**src/rtl/seg_display_arbiter.sv**
```systemverilog
// ---------------------------------------------------------------------------
// seg_display_arbiter
//
// Shares one 2-digit 7-segment PMOD between N_REQ BCD sources. The display
// is granted round-robin. Each owner keeps it for DWELL_CYCLES clocks, or
// less if it lets go early. The owner's two BCD digits are time-multiplexed
// onto the shared segment and digit-select pins.
//
// Request/grant protocol: req[i] is a level request. A source raises it and
// holds it high for as long as it wants the display. grant[i] (registered)
// tells the source it currently owns the display. A source releases the
// display by dropping req[i]. Changes on non-owner requests are ignored
// until the current owner's dwell expires or the owner releases.
//
// Ports
//   clk      system clock, all logic on posedge
//   rst_n    asynchronous active-low reset
//   req      level request per source
//   bcd_in   source i value at [8i+7:8i]; [7:4] tens, [3:0] units
//   grant    one-hot current owner; all-zero when idle
//   owner    binary index of owner; meaningful only while busy=1
//   busy     1 while an owner is granted
//   a..g     segments, active-low (0 = lit)
//   sel      digit select: 1 = units digit, 0 = tens digit
//
// Internal FSM state is held in "state" (IDLE/HOLD) for observation.
// ---------------------------------------------------------------------------
module seg_display_arbiter #(
  parameter int N_REQ        = 4,
  parameter int DWELL_CYCLES = 50_000_000,
  parameter int REFRESH_BITS = 16
) (
  input  logic               clk,
  input  logic               rst_n,
  input  logic [N_REQ-1:0]   req,
  input  logic [8*N_REQ-1:0] bcd_in,
  output logic [N_REQ-1:0]   grant,
  output logic [2:0]         owner,
  output logic               busy,
  output logic               a,
  output logic               b,
  output logic               c,
  output logic               d,
  output logic               e,
  output logic               f,
  output logic               g,
  output logic               sel
);

  localparam int             DW         = $clog2(DWELL_CYCLES);
  localparam logic [DW-1:0]  DWELL_LAST = DW'(DWELL_CYCLES - 1);
  localparam logic [2:0]     PTR_RESET  = 3'(N_REQ - 1);

  typedef enum logic {IDLE, HOLD} state_t;

  state_t                  state, state_nx;
  logic [DW-1:0]           dwell_cnt, dwell_nx;
  logic [2:0]              last_ptr, last_nx;
  logic [N_REQ-1:0]        grant_nx;
  logic [2:0]              owner_nx;
  logic                    busy_nx;

  logic                    win_found;
  logic [2:0]              win_idx;
  logic [N_REQ-1:0]        win_onehot;
  logic [3:0]              cand;
  logic                    owner_req;
  logic                    rearb;

  logic [REFRESH_BITS-1:0] refresh_cnt;
  logic [7:0]              owner_bcd;
  logic [3:0]              nibble;
  logic [6:0]              seg_lit;   // active-high {a,b,c,d,e,f,g}
  logic [6:0]              seg_q;     // active-low, registered

  // Round-robin search: first set request strictly after last_ptr, wrapping.
  // If only the last owner requests, the search wraps back onto it.
  always_comb begin
    win_found  = 1'b0;
    win_idx    = '0;
    win_onehot = '0;
    cand       = '0;
    for (int k = 0; k < N_REQ; k++) begin
      cand = 4'(last_ptr) + 4'(k) + 4'd1;
      if (cand >= 4'(N_REQ)) begin
        cand = cand - 4'(N_REQ);
      end
      for (int i = 0; i < N_REQ; i++) begin
        if (!win_found && (cand == 4'(i)) && req[i]) begin
          win_found = 1'b1;
          win_idx   = 3'(i);
        end
      end
    end
    for (int i = 0; i < N_REQ; i++) begin
      win_onehot[i] = win_found && (win_idx == 3'(i));
    end
  end

  // Current owner's request and BCD value, selected by the owner register.
  always_comb begin
    owner_req = 1'b0;
    owner_bcd = '0;
    for (int i = 0; i < N_REQ; i++) begin
      if (owner == 3'(i)) begin
        owner_req = req[i];
        owner_bcd = bcd_in[8*i +: 8];
      end
    end
  end

  // FSM next state. IDLE always arbitrates; with no request it simply
  // stays idle. In HOLD, release (owner drops req) and expiry share one
  // path, so a simultaneous drop and expiry behaves as a release.
  always_comb begin
    state_nx = state;
    dwell_nx = dwell_cnt;
    last_nx  = last_ptr;
    grant_nx = grant;
    owner_nx = owner;
    busy_nx  = busy;
    rearb    = 1'b0;

    case (state)
      IDLE:    rearb = 1'b1;
      HOLD:    rearb = !owner_req || (dwell_cnt == DWELL_LAST);
      default: rearb = 1'b1;
    endcase

    if (rearb) begin
      dwell_nx = '0;
      if (win_found) begin
        state_nx = HOLD;
        grant_nx = win_onehot;
        owner_nx = win_idx;
        busy_nx  = 1'b1;
        last_nx  = win_idx;
      end else begin
        state_nx = IDLE;
        grant_nx = '0;
        busy_nx  = 1'b0;
      end
    end else begin
      dwell_nx = dwell_cnt + DW'(1);
    end
  end

  always_ff @(posedge clk or negedge rst_n) begin
    if (!rst_n) begin
      state     <= IDLE;
      dwell_cnt <= '0;
      last_ptr  <= PTR_RESET;
      grant     <= '0;
      owner     <= '0;
      busy      <= 1'b0;
    end else begin
      state     <= state_nx;
      dwell_cnt <= dwell_nx;
      last_ptr  <= last_nx;
      grant     <= grant_nx;
      owner     <= owner_nx;
      busy      <= busy_nx;
    end
  end

  // Display path. The refresh MSB picks the digit: 0 -> units, 1 -> tens.
  // Nibble and busy are taken from this cycle and registered, so the pins
  // trail the grant by one clock.
  assign nibble = refresh_cnt[REFRESH_BITS-1] ? owner_bcd[7:4] : owner_bcd[3:0];

  always_comb begin
    seg_lit = 7'b0000001;   // dash for 10..15
    case (nibble)
      4'd0:    seg_lit = 7'b1111110;
      4'd1:    seg_lit = 7'b0110000;
      4'd2:    seg_lit = 7'b1101101;
      4'd3:    seg_lit = 7'b1111001;
      4'd4:    seg_lit = 7'b0110011;
      4'd5:    seg_lit = 7'b1011011;
      4'd6:    seg_lit = 7'b1011111;
      4'd7:    seg_lit = 7'b1110000;
      4'd8:    seg_lit = 7'b1111111;
      4'd9:    seg_lit = 7'b1111011;
      default: seg_lit = 7'b0000001;
    endcase
  end

  always_ff @(posedge clk or negedge rst_n) begin
    if (!rst_n) begin
      refresh_cnt <= '0;
      seg_q       <= 7'h7f;
      sel         <= 1'b1;
    end else begin
      refresh_cnt <= refresh_cnt + REFRESH_BITS'(1);
      seg_q       <= busy ? ~seg_lit : 7'h7f;
      sel         <= ~refresh_cnt[REFRESH_BITS-1];
    end
  end

  assign {a, b, c, d, e, f, g} = seg_q;

endmodule

```
**config.mk**
```make
export PLATFORM = sky130hd
export DESIGN_NAME = seg_display_arbiter
export DESIGN_NICKNAME = d
export VERILOG_FILES = /design/src/rtl/seg_display_arbiter.sv
export SDC_FILE = /design/constraint.sdc
export NUM_CORES = 1
export LEC_CHECK = 0
export BUFFER_PORTS_ARGS = -buffer_cell sky130_fd_sc_hd__buf_2
export CELL_PAD_IN_SITES_DETAIL_PLACEMENT = 0
export CELL_PAD_IN_SITES_GLOBAL_PLACEMENT = 1
export CORE_MARGIN = 3
export CORE_UTILIZATION = 43
export DETAILED_ROUTE_END_ITERATION = 6
export GPL_TIMING_DRIVEN = 0
export PLACE_DENSITY = 0.76
export SYNTH_ARGS = -nofsm -noshare
export SYNTH_HDL_FRONTEND = slang
export SYNTH_SLANG_ARGS = --single-unit
```
**constraint.sdc**
```tcl
create_clock -name clk -period 2.9 [get_ports clk]
set_clock_uncertainty 0.15 [all_clocks]
set_input_delay 0.58 -clock clk [delete_from_list [all_inputs] [get_ports clk]]
set_output_delay 0.58 -clock clk [all_outputs]
set_load 0.02 [all_outputs]
```
# Yosys cells after proc, flatten, opt, wreduce, memory -nomap -nowiden
# Memories as Yosys holds them, arrays and structs flattened.
# Index checks and enable logic that the tools add are counted.
# totals
register_bits	61
latchBits	0
ramBits	0
rom_bits	112
inputBits	38
out_inout_bits	16
wordCells	155
mem_count	1
# classes
addsub	12
mul	0
div	0
magnitude_cmp	4
eq_ne	19
shifts	0
mux	49
bitwise_logic	3
reduce_logical	59
# memory_table
name	words	width	rd	rd_ports_with_merged_regs	wr	line_no	source
(no name shown)	16	7	1	0	0	173	case (nibble)
# ops
operator	n
3-bit two-way mux	14
1-bit logical AND	35
4-bit by 2-bit == test with 1-bit output, second input constant	8
8-bit two-way mux	4
26-bit by 1-bit adder with 26-bit output, second input constant	1
26-bit == test, second input constant	1
26-bit two-way mux	1
4-bit two-way mux	6
1-bit two-way mux	22
16-bit by 1-bit adder with 16-bit output, second input constant	1
4-bit by 1-bit == test with 1-bit output, second input constant	4
4-bit by 3-bit greater-or-equal comparator with 1-bit output, second input constant	4
1-bit zero test	16
4-bit zero test	4
4-bit by 3-bit subtractor with 4-bit output, second input constant	4
4-bit by 1-bit adder with 4-bit output, second input constant	3
3-bit by 2-bit == test with 1-bit output, second input constant	4
3-bit by 2-bit adder with 4-bit output, second input constant	2
7-bit two-way mux	1
7-bit inverter	1
3-bit by 1-bit == test with 1-bit output, second input constant	2
3-bit zero test	2
3-bit by 1-bit adder with 4-bit output, second input constant	1
1-bit inverter	2
3 further kinds	3

# Logic depth before layout (Yosys ltp)
# Gate-level depths: netlist of run 1.
# depth
depth_word	69
ltp_mapped	11
ltp_nobuf	9

# Worst setup path after synthesis of run 1
# OpenSTA, ideal clock, no wires.
# synth_timing
kind	reg-to-reg
from	register owner[0]
to	register seg_q[3]
setup_time_ns	0.078
arrival_ns	2.204
required_time_ns	2.672
setup_slack_ns	0.468
path_stages_with_launch	12
path_buffers	2
synth_period_minus_slack_ns	2.432
path_cell_list	dfrtp_1 -> buf_6 -> buf_4 -> nor2_1 -> a22o_1 -> nand2_1 -> a22oi_1 -> o221ai_1 -> inv_1 -> ha_1 -> nand4b_1 -> and3_1
# synth_via
elab_chain_cells	9
elab_cells_between_ends	12
classes_between	eq/ne: 3; mux: 6; bitwise: 1; reduce/logical: 1; memory: 1
# synth_rtl
element	line_no	source
from (decl)	38	output logic [2:0] owner,
from (signal assigned)	161	owner <= owner_nx;
3-bit zero test	105	if (owner == 3'(i)) begin
8-bit two-way mux (3 in a row)	105	
8-bit two-way mux (*)	105	
4-bit two-way mux (*)	169	assign nibble = refresh_cnt[REFRESH_BITS-1] ? owner_bcd[7:4] : owner_bcd[3:0];
memory 16 x 7 bit (*)	-	
7-bit inverter (*)	195	seg_q <= busy ? ~seg_lit : 7'h7f;
7-bit two-way mux (*)	195	
to (signal assigned)	195	
to (decl)	74	logic [6:0] seg_q;
# Mark *: on every way between the ends. The rest lies on a longest branch, timed or not.
# A chain may end at the register's enable or synchronous reset.

# Final worst setup path of run 1
# layout_timing
from	register owner[1]
to	register seg_q[3]
# The elaborated chain is that of the path after synthesis.

==> flow_results.org, run 1 <==
** Logic synthesis
- Number of register bits inferred by synthesis :: 59
- Counting every instance in the synthesized netlist gives between 300 and 400.
- Number of flops mapped to enable cells by yosys :: 0
- Fraction of registers with async set/reset :: 100%
- Of the synthesized area, sequential elements account for between 40% and 50%.
- Number of distinct standard cells referenced by the synthesized netlist :: 58
- A synthesized cell averages around 10 µm².
- Yosys printed 0 warnings.
- In the synthesized netlist the dominant register cell turns out to be dfrtp_1.
- In the synthesized netlist, the cells that appear most often are dfrtp_1 (49), nor2_1 (39), nand2_1 (25), xor2_1 (22).
- Cell area after technology mapping :: ~3200 µm²
- Yosys attributes the largest share of cell area to dfrtp_1 (39%), dfstp_2 (8.3%), xor2_1 (6.1%), nor2_1 (4.6%), xnor2_1 (4.4%).
- The number of nets in the synthesized netlist is between 300 and 400.
- Area share of the leading cell type in the synthesized netlist :: between 30% and 40%
- Cell type with the largest total area after synthesis :: dfrtp_1
- Most frequent cell after synthesis :: dfrtp_1

** Critical path
- The critical path is of the reg2reg type.
- Crit path required time :: between 3000 and 4000 ps
- Maximum cell stage delay along the critical path :: 470 ps
- Of all nets on the critical path, the largest fanout is 10.
- Data arrives at the worst endpoint at approximately 2600 ps.
- STA classifies the critical path endpoint as a register.
- The worst register-to-register path has a setup slack of 400 ps.
- Walking the worst path, the cells encountered are buf_2 > nor2_1 > a31oi_1 > a32oi_1 > inv_1 > ha_1 > nand4_1 > and3_1.
- The slowest stage of the critical path is the dfrtp_1 cell.
- The worst setup path is launched from a register.

** Worst hold path
- The tightest min-delay check is of the in2async type.

** STA
- Headroom to the max-slew limit :: just over 50%
- Adding up every negative setup slack in the final design gives 0 ps.
- For the pin with the worst max-slew slack, the measured transition is around 740 ps.
- Timing-limited maximum frequency :: around 0.4 GHz
- Setup violations remaining at the end of the flow were counted as 0.
- The max-slew violation count came to 0.
- Final period util :: roughly 86%
- Hold WS :: ~160 ps
- Total count of hold-check failures in the final report :: 0
- Setup repair after global routing left no endpoint under its margin.
- Minimum period implied by the final worst setup slack :: 2500 ps

** Floorplan
- After floorplanning, the core was divided into 30 placement rows.
- Pin placement for this block handled 54 I/O pins.
- The die is 91.8 µm wide.
- The floorplan step defined a die boundary enclosing 8420 µm².
- The floorplan step defined a core boundary enclosing ~7000 µm².
- Initial cell density of the core :: roughly 45%
- Measured along the y axis, the die boundary spans ~92 µm.

** Pwr
- Dividing total power by cell area gives a power density of 798 nW/µm².
- Of the total power, registers draw 35.3%.
- The worst-case IR drop observed on VDD is a little over 0.3 mV.
- In this run switching power makes up between 30% and 40% of total power.
- Combinational logic burns 42.2% of the power.
- The clock network accounts for 22.5% of the total power.
- The design draws between 2 and 3 mW.
- For this design the static power due to leakage is roughly 1.7 nW.
- Internal power comes to ~1.9 mW.
- In this run the power spent charging and discharging nets is ~1.1 mW.

** Placement
- The congestion estimate from routability-driven global placement came to slightly below 0.8.
- Summed over all nets, the half-perimeter wirelength after detailed placement is around 4.8 mm.
- Including well taps, the total number of placed cells is 460.
- In this run the tool buffered the top-level ports with 52 buffer cells.

** Clock tree
- Buffer type at the clock tree root :: clkbuf_8
- TritonCTS built the clock tree.
- Sink count of the clock tree :: 59
- The longest clock path from root to sink contains 2 buffers.
- Clock input transition at the sequential cells of the worst setup and hold paths :: around 70 ps
- Number of buffers created by CTS :: 9
- Depth of the CTS H-tree :: 3
- Cts hold-fix bufs :: 0
- The clock reaches the later pin of the worst-skew pair after about 320 ps.

** GRT
- In the global route stage, met1 resource usage came out at 22.3%.
- The total overflow left after global routing is 0.
- Total routing usage reported by global routing :: roughly 17%
- Met2 Usage GRT :: approximately 25%
- Number of antenna violations at the first check in global routing :: 1
- met2 is the most crowded layer.
- Entering global routing, the biggest net connects 60 pins.
- Global routing used around 4.3% of the available met3 tracks.
- Global-route wire length before repair :: between 10 and 15 mm
- The number of global-route vias before repair came to between 2k and 2.5k.

** Cells and area
- Antenna diode instance count :: 0
- For this run, the number of standard cells in the final layout without fillers is 475.
- Relative to the synthesized area, the layout overhead comes to 18.0%.
- Cells with a size suffix above 1 make up 26.6% of the layout.
- Final net count :: about 420
- Filler Cell Count :: 685

** Routing
- In this run the remaining antenna-violating nets after routing total 0.
- Dividing the detail-routed via count by the number of cells gives 5.08.
- First drt pass iteration count :: 4
- Dividing the detail-routed wire length by the instance count gives 13.8 µm.
- Total DRC errors in the routed layout :: 0
- The final layout contains routed wiring with a total length of 6.55 mm.
- DRC violation total after the first TritonRoute iteration :: about 130
- The routed layout has between 2k and 2.5k vias.

** Run
- Across the run, the number of max-cap violations was 0.

** Outcome
- Run status :: finished clean
-- final timing paths --
| path | from | end | cells after the start |
|---|---|---|---|
| min reg2reg | refresh_cnt[12] | refresh_cnt[12] | 1 |
| max | owner[1] | seg_q[3] | 8 |
| min | rst_n | grant[2] | 1 |
| min in group clk | refresh_cnt[12] | refresh_cnt[12] | 1 |
| max in group asynchronous | rst_n | dwell_cnt[9] | 1 |
| max reg2reg | owner[1] | seg_q[3] | 8 |
-- routing by layer --
metal  share of wire [%]  vias to the layer above
li1                    -                     1208
met1                  48                     1155
met3                 3.9                       12
met5                0.27                        -
met4                 1.6                        2
met2                  46                       38
-- timing repair --
action / CTS / global route
endpoints found under the setup margin: 0 / 2
setup buffers: 0 / 0
resized for setup: 0 / 1
-- placed cells by master, fill, tap and decap left out, types with 3 or more instances in the layout --
cell       n
clkbuf_1   3
clkbuf_8  12
nor2b_1    4
buf_6      3
a21oi_1    4
nand3b_1   3
ha_1       8
inv_1     11
dfrtp_1   49
buf_2     55
nor2_1    39
xnor2_1   16
mux2i_1    4
a31oi_1    3
and2_1     3
buf_4      3
mux4_2     3
nor3_1     3
nand3_1   16
o21ai_0    8
xor2_1    22
nand4b_1   3
nand4_1   13
nand2_1   25
and3_1    13
dfstp_2   10
-- power by group through the flow --
| stage | logic [mW] | registers (mW) | clock network, mW |
|---|---|---|---|
| final | 1.26 | 1.05 | 0.671 |
| after global routing | 1.40 | 1.07 | 0.741 |
| after CTS | 1.26 | 1.06 | 0.695 |
| after detailed placement | 1.25 | 1.07 | 0 |
| after global placement | 1.25 | 1.07 | 0 |
| after floorplan | 0.837 | 1.17 | 0 |
-- sequential cells by signal (all words and copies together), names as in the netlist --
signal / cells
owner: 2
sel: 1
refresh_cnt: 16
seg_q: 7
last_ptr: 2
dwell_cnt: 26
state: 1
grant: 4
-- per-stage QoR --
step                util (%)  worst slack (ps)  instance area (µm²)
finish                  53.5               404                 3730
global route            53.5               182                 3730
CTS                     53.3               229                 3720
detailed placement      50.8               243                 3540
global placement        50.8               208                 3540
floorplan                  -               468                 3160
-- area by class of cell --
class / instances / area, µm² / area share, %
Buffer: 11 / 76.3 / 2.04
Multi-Input combinational cell: 230 / 1560 / 41.8
Inverter: 12 / 45.0 / 1.21
Tap cell: 96 / 120 / 3.22
Timing Repair Buffer: 52 / 263 / 7.04
Clock inverter: 2 / 10.0 / 0.268
Clock buffer: 13 / 169 / 4.53
Sequential cell: 59 / 1490 / 39.9
-- worst max-delay path: cells and delay by family, from the launching register on --
kind	cells	cell delay, ps
AOI/OAI and AO/OA	2	570
adders and majority gates	1	350
buffers and inverters	2	460
DFF	1	470
and+or+nand+nor	3	430
-- logic make-up (layout without fill, tap and decap cells) --
family | after synthesis | after routing | synth area share (%)
AOI/OAI and AO/OA | 36 | 36 | 7.91
and+or+nand+nor | 137 | 137 | 22.6
DFF | 59 | 59 | 47.1
other | 1 | 1 | 0.119
muxes | 10 | 10 | 4.82
xor gates and xnor gates | 38 | 38 | 10.5
adders and majority gates | 8 | 8 | 3.16
buffers and inverters | 23 | 90 | 3.84
(Power assumes the default switching activity.)
==> run 2: changes to the inputs <==
BUFFER_PORTS_ARGS = unset   (was -buffer_cell sky130_fd_sc_hd__buf_2)
CORE_UTILIZATION = 49   (was 43)
DONT_BUFFER_PORTS = 1   (was unset)
TNS_END_PERCENT = 5   (was unset)
==> run 2 against run 1 <==
Critical path depth up 2. Total power up 2.5%. Cell area down 5.4%. Clock-buffer cell count down 1. First-iteration DRC count down 15%. Setup slack worse by 150 ps. Maximum frequency down 5.7%. Critical path type unchanged.
==> flow_results.org, run 2 (synthesis gave the netlist of run 1 again) <==
** Outcome
- Run status :: finished clean

** Critical path
- Category of the most critical setup path :: reg2reg
- Critical path arrival :: 2770 ps
- Critical-path cell with the highest stage delay :: dfrtp_1
- Along the worst path, the maximum fanout reaches 10.
- Crit path required time :: 3020 ps
- Endpoint class of the critical path :: register
- Walking the worst path, the cells encountered are buf_2 > nor2_1 > a22o_1 > nand2_1 > a22oi_1 > o221ai_2 > inv_1 > ha_1 > nand4b_1 > and3_1.
- Sort of element at the start of the critical path :: register
- Maximum cell stage delay along the critical path :: between 500 and 600 ps
- Counting cells, the worst reg-to-reg path comes to 10.

** Routing
- After detailed routing, the total wire length is 6.04 mm.
- The detailed router placed 2,240 vias in this run.
- In the final routed layout, each cell accounts on average for ~15 µm.
- Dividing the detail-routed via count by the number of cells gives approximately 5.5.
- The count of nets left with antenna violations once routing finished came out at 0.
- Total DRC errors in the routed layout :: 0
- The first routing iteration left approximately 110 violations.
- First drt pass iteration count :: 4

** STA
- Total count of hold-check failures in the final report :: 0
- Setup violations remaining at the end of the flow were counted as 0.
- The max-slew violation count was 0.
- The worst path uses 91.3% of the clock period.
- Minimum period implied by the final worst setup slack :: between 2000 and 3000 ps
- Hold WS :: 295 ps
- After routing, the total negative slack on setup checks comes to 0 ps.
- Timing would allow up to approximately 0.38 GHz.
- Unrepaired setup endpoints after global routing :: no
- Measured against its own limit, the worst slew margin works out to between 50% and 60%.
- Transition at the pin with the smallest max-transition slack :: roughly 700 ps

** Floorplan
- Placeable core region :: 6100 µm²
- Floorplan die height :: 86.4 µm
- Measured along the x axis, the die boundary spans 86.4 µm.
- Once the floorplan was initialized, standard cells occupied between 50 and 60% of the core.
- For this design the top-level I/O count stands at between 50 and 60.
- The initialized floorplan defines 28 standard-cell rows.
- The floorplan step defined a die boundary enclosing roughly 7500 µm².

** Cells and area
- Post-route non-filler standard cell count :: about 410
- Most frequent standard cell in the layout excluding fill and tap cells :: dfrtp_1
- After the last flow step, the layout net total stands at 371.
- Regs by FF count :: dwell_cnt x26, refresh_cnt x16, seg_q x7
- Compared with the post-synthesis result, the final layout area differs by 11.5%.
- Cells with a size suffix above 1 make up around 15% of the layout.
- Antenna diode instance count :: 0
- Commonest cells after routing, fill and taps aside :: dfrtp_1 (49), nor2_1 (39), nand2_1 (25), xor2_1 (22)
- The register with the most flip-flops in the layout has 26 of them.
- Counting flops per register, the top entry is dwell_cnt.

** Clock tree
- Buffer type at the clock tree root :: clkbuf_8
- In this run the deepest clock path goes through 2 buffers.
- The clock tree synthesis step divided the H-tree into 3 levels.
- Buffers inserted during clock tree synthesis total 9.
- After clock tree synthesis, the setup repair step added 0 buffers.
- CTS tree :: yes
- For this design, the sink count on the clock tree is between 50 and 60.
- Worst-skew pair later-pin latency :: roughly 340 ps
- Clock input transition at the sequential cells of the worst setup and hold paths :: ~60 ps

** Placement
- Weighted congestion at the end of routability-driven global placement :: 0.811
- Hpwl dp :: around 4.3 mm
- Count of input and output buffers :: 0
- Including well taps, the total number of placed cells is 387.

** GRT
- For this run the aggregate overflow at the end of global routing stands at 0.
- Number of antenna violations at the first check in global routing :: 0
- Pin count of the biggest net entering global routing :: 60
- Total routing usage reported by global routing :: between 10% and 20%
- After global routing, the most crowded layer is met2.
- The first global-routing pass estimated between 10 and 15 mm of wire.
- For met2 alone, demand over resource in global routing was between 20% and 30%.
- In the global route stage, met3 resource usage came out at 3.80%.
- Met1 usage :: 24.0%
- Via count of the first global-routing pass :: roughly 2.2k

** Pwr
- VDD sags by at most ~0.62 mV.
- Power density over the cells :: between 800 and 900 nW/µm²
- Total design power :: approximately 3.1 mW
- Leakage component of the power :: roughly 1.6 nW

** Worst hold path
- The tightest min-delay check is of the in2reg type.
- Along the worst hold path, the cell count comes to 2.

** Run
- Total of max-cap violations :: 0
run 2: cell types whose count changed in the layout (fill, tap and decap cells not counted):
cell and change:
clkinv_2 -1, buf_2 -51, bufinv_16 +2, dlygate4sd3_1 +1, clkbuf_8 -1, buf_16 +1, buf_4 -1, clkinvlp_4 +1
run 2: path summary, 6_finish.rpt:
| path | endpoint | slack (ps) | startpoint |
|---|---|---|---|
| worst max-delay path | seg_q[3] | 250 | owner[1] |
| worst min-delay path | state | 290 | req[1] |
| min in group asynchronous | grant[1] | 620 | rst_n |
| max in group asynchronous | last_ptr[1] | 1690 | rst_n |
| worst min register to register | refresh_cnt[12] | 310 | refresh_cnt[12] |
| worst max register to register | seg_q[3] | 250 | owner[1] |
run 2: cell type report:
class	instances	area [µm²]
sequential	59	1490
clock buffer	12	155
clock inverter	4	72.6
timing repair buffer	2	37.5
inverter	12	45.0
fill	530	2570
tap	75	93.8
multi-input combinational	230	1560
buffer	11	76.3
run 2: timing repair:
item                                    in CTS  in global routing
endpoints found under the setup margin       0                  3
hold buffers                                 2                  0
gates resized for setup                      0                  1
endpoints found under the hold margin       59                  0
run 2: metrics by stage:
step	area [µm²]	setup slack [ps]	utilization, %
2_1_floorplan	3160	468	-
5_1_grt	3530	82.5	57.9
3_3_place_gp	3260	88.0	53.4
6_report	3530	252	57.9
3_5_place_dp	3260	68.3	53.4
4_1_cts	3520	65.5	57.8
run 2: where the power goes:
| part | total [mW] | internal, mW | leakage [nW] | switching, mW |
|---|---|---|---|---|
| Sequential | 1.18 | 0.991 | 0.759 | 0.184 |
| Combinational | 1.04 | 0.461 | 0.684 | 0.576 |
| Clock | 0.842 | 0.529 | 0.113 | 0.312 |
run 2: critical path: cells and delay by family (launching register included):
kind                     cells  cell delay, ps
AO/OA/AOI/OAI                3             650
adder cells (fa/ha/maj)      1             200
buffers and inverters        2             420
flip-flops                   1             580
AND/OR/NAND/NOR              4             580
run 2: layer usage:
| metal | vias up | share of wire [%] |
|---|---|---|
| met2 | 52 | 45 |
| met1 | 1069 | 48 |
| met3 | 14 | 4.7 |
| li1 | 1105 | - |
| met5 | - | 0 |
| met4 | 0 | 2.5 |
==> run 3: changes to the inputs <==
CORE_UTILIZATION = 51   (was 49)
CTS_BUF_LIST = sky130_fd_sc_hd__clkbuf_8   (was unset)
PLACE_DENSITY = 0.79   (was 0.76)
==> run 3 against run 2 <==
Non-clock buffer count is the same. Global-route usage grew 0.68 points. Sequential share of layout area grew 0.18 points. Sequential power is essentially flat. Combinational power is essentially flat. Register-to-register slack is essentially flat. Largest cell class unchanged. Total power shrank 1.6%.
==> flow_results.org, run 3 (synthesis gave the netlist of run 1 again) <==
** Clock tree
- In this run the clock root is driven by a clkbuf_8.
- Number of buffers created by CTS :: 9
- CTS tree :: yes
- Worst-skew pair later-pin latency :: between 300 and 400 ps
- The clock tree synthesis step divided the H-tree into 3 levels.
- Clock input transition at the sequential cells of the worst setup and hold paths :: 70 ps
- Buffer depth of the longest clock path :: 2
- Sink count of the clock tree :: 59

** GRT
- Via count of the first global-routing pass :: between 2k and 2.5k
- After global routing the overflow that remains totals 0.
- Pin count of the biggest net entering global routing :: 60
- Global routing used a little under a fifth of the available tracks across all layers.
- The number of antenna violations at the first check in global routing is 0.
- The first global-routing pass estimated between 10 and 15 mm of wire.

** Outcome
- The flow ran to the end, and the final reports show no timing, DRC or antenna violations.

** Pwr
- Of the total power, combinational logic draws between 30 and 40%.
- Power density over the cells :: ~860 nW/µm²
- Net switching is 36.3% of the power.
- Summed over all nets, the switching power comes to 1.09 mW.
- Leakage component of the power :: ~1.6 nW
- Largest vdd supply drop :: ~0.48 mV
- In this run, flip-flops and latches consume 39.4% of the power.
- Internal Dissipation :: between 1.5 and 2 mW
- Fraction of power consumed by the clock network :: between 20% and 30%

** Cells and area
- Register with the highest flop count :: dwell_cnt
- The final layout contains approximately 370 nets.
- Post-route cell area :: approximately 3500 µm²
- The register with the most flip-flops in the layout has 26 of them.
- The library cell used most frequently in the layout, excluding fill and tap cells, is dfrtp_1.
- Relative to the synthesized area, the layout overhead comes to 11.1%.
- The library cells used most frequently in the layout, excluding fill and tap cells, are dfrtp_1 (49), nor2_1 (39), nand2_1 (25), xor2_1 (22).
- Post-Route Utilization :: around three fifths
- Regs by FF count :: dwell_cnt x26, refresh_cnt x16, seg_q x7
- Antenna diode instance count :: 0
- Post-route non-filler standard cell count :: 405
- Cells with a size suffix above 1 make up between 10% and 20% of the layout.
- After filler insertion, the fill cell instance count of the layout stands at roughly 520.

** STA
- At the pin with the least slew margin, the transition time is just over 600 ps.
- The final critical path takes up about 91% of the cycle.
- For this run, the top clock speed supported by timing is ~0.38 GHz.
- Headroom to the max-slew limit :: between 50% and 60%
- Setup TNS after final layout :: 0 ps
- Total count of hold-check failures in the final report :: 0
- Max Transition Viols Final :: 0
- Unrepaired setup endpoints after global routing :: no
- Minimum period implied by the final worst setup slack :: 2650 ps
- Total setup violations reported at the end of the flow :: 0

** Floorplan
- Boundary pin count :: 54
- The initial utilization of the core area, before any placement, comes to 53.1%.
- Floorplan die height :: between 80 and 90 µm
- The die covers about 7200 µm².
- In this run the standard cell core region covers 5960 µm².
- The floorplan has 28 rows.
- Measured along the x axis, the die boundary spans ~85 µm.

** Routing
- Wires add up to 6.12 mm.
- DRC violation total after the first TritonRoute iteration :: between 100 and 150
- Routed WL per cell :: between 15 and 20 µm
- First drt pass iteration count :: 4
- In the routed design, unresolved DRC markers number 0.
- Detailed routing inserted a total of about 2.3k vias.
- After detailed routing, the number of vias per cell comes to 5.56.
- In this run the remaining antenna-violating nets after routing total 0.

** Run
- Total of max-cap violations :: 0

** Worst hold path
- In this run the worst hold path is classified as in2reg.

** Critical path
- Crit path required time :: around 3000 ps
- The worst setup path is captured at a register.
- The worst setup path is launched from a register.
- Data on the critical path arrives at its endpoint at ~2800 ps.
- Largest fanout of any net on the critical path :: 10
- The worst setup path is of the reg2reg kind.

** Placement
- The count of buffers added on input and output ports is 0.
- The wire-length estimate of the detail-placed layout is 4.41 mm.
- The placed instances occupy a cell area of 3260 µm².
- Including well taps, the total number of placed cells is 387.
- Routability-driven placement finished with a final weighted congestion of 0.771.
-- run 3: changes by cell type in the layout (fill, tap and decap cells not counted), sizes merged --
cell	delta
bufinv	-1
clkinv	+1
-- run 3: power by group through the flow --
stage / combinational, mW / clock (mW) / sequential (mW)
final: 1.04 / 0.782 / 1.18
after detailed placement: 1.01 / 0 / 1.20
after global routing: 1.17 / 0.838 / 1.20
after CTS: 1.03 / 0.808 / 1.19
after global placement: 0.991 / 0 / 1.20
after floorplan: 0.837 / 0 / 1.17
-- run 3: final cells by class --
| type | instances | area, µm² | area share, % |
|---|---|---|---|
| Timing Repair Buffer | 2 | 37.5 | 1.07 |
| Clock buffer | 12 | 165 | 4.70 |
| Sequential cell | 59 | 1490 | 42.4 |
| Clock inverter | 4 | 47.5 | 1.35 |
| Multi-Input combinational cell | 230 | 1560 | 44.4 |
| Tap cell | 75 | 93.8 | 2.67 |
| Inverter | 12 | 45.0 | 1.28 |
| Buffer | 11 | 76.3 | 2.17 |
-- run 3: repair_timing --
item / CTS / global route
endpoints found under the hold margin: 59 / 0
setup buffers: 0 / 0
setup endpoints to repair: 0 / 4
gates resized for setup: 0 / 1
hold buffers: 2 / 0
-- run 3: per-layer routing --
metal	vias up	part of all wire [%]	GRT usage, %
met1	1072	47	24.7
met3	16	4.4	4.91
met4	0	3.0	10.4
met2	50	45	27.1
met5	-	0	0
li1	1114	-	-
-- run 3: path summary, 6_finish.rpt --
path / startpoint / endpoint / slack, ps / cells past startpoint
setup / recovery: owner[1] / seg_q[3] / 250 / 10
hold reg to reg: refresh_cnt[12] / refresh_cnt[12] / 310 / 1
min in group asynchronous: rst_n / state / 630 / 2
setup reg to reg: owner[1] / seg_q[3] / 250 / 10
max in group asynchronous: rst_n / last_ptr[1] / 1660 / 2
hold / removal: req[1] / state / 280 / 2
-- run 3: through the flow --
stage | hold WS, ps | setup slack, ps | total power [mW]
after floorplan | 134 | 468 | 2.01
after global placement | 138 | 120 | 2.19
after detailed placement | 136 | 74.1 | 2.21
after CTS | 260 | 55.7 | 3.03
after global routing | 281 | 69.8 | 3.21
final | 281 | 247 | 3.01
-- run 3: critical path, stage by stage, from the launching register on --
cell and delay, ps:
dfrtp_1 600, buf_2 310, nor2_1 90, a22o_1 180, nand2_1 90, a22oi_1 110
o221ai_2 350, inv_1 110, ha_1 200, nand4b_1 180, and3_1 210
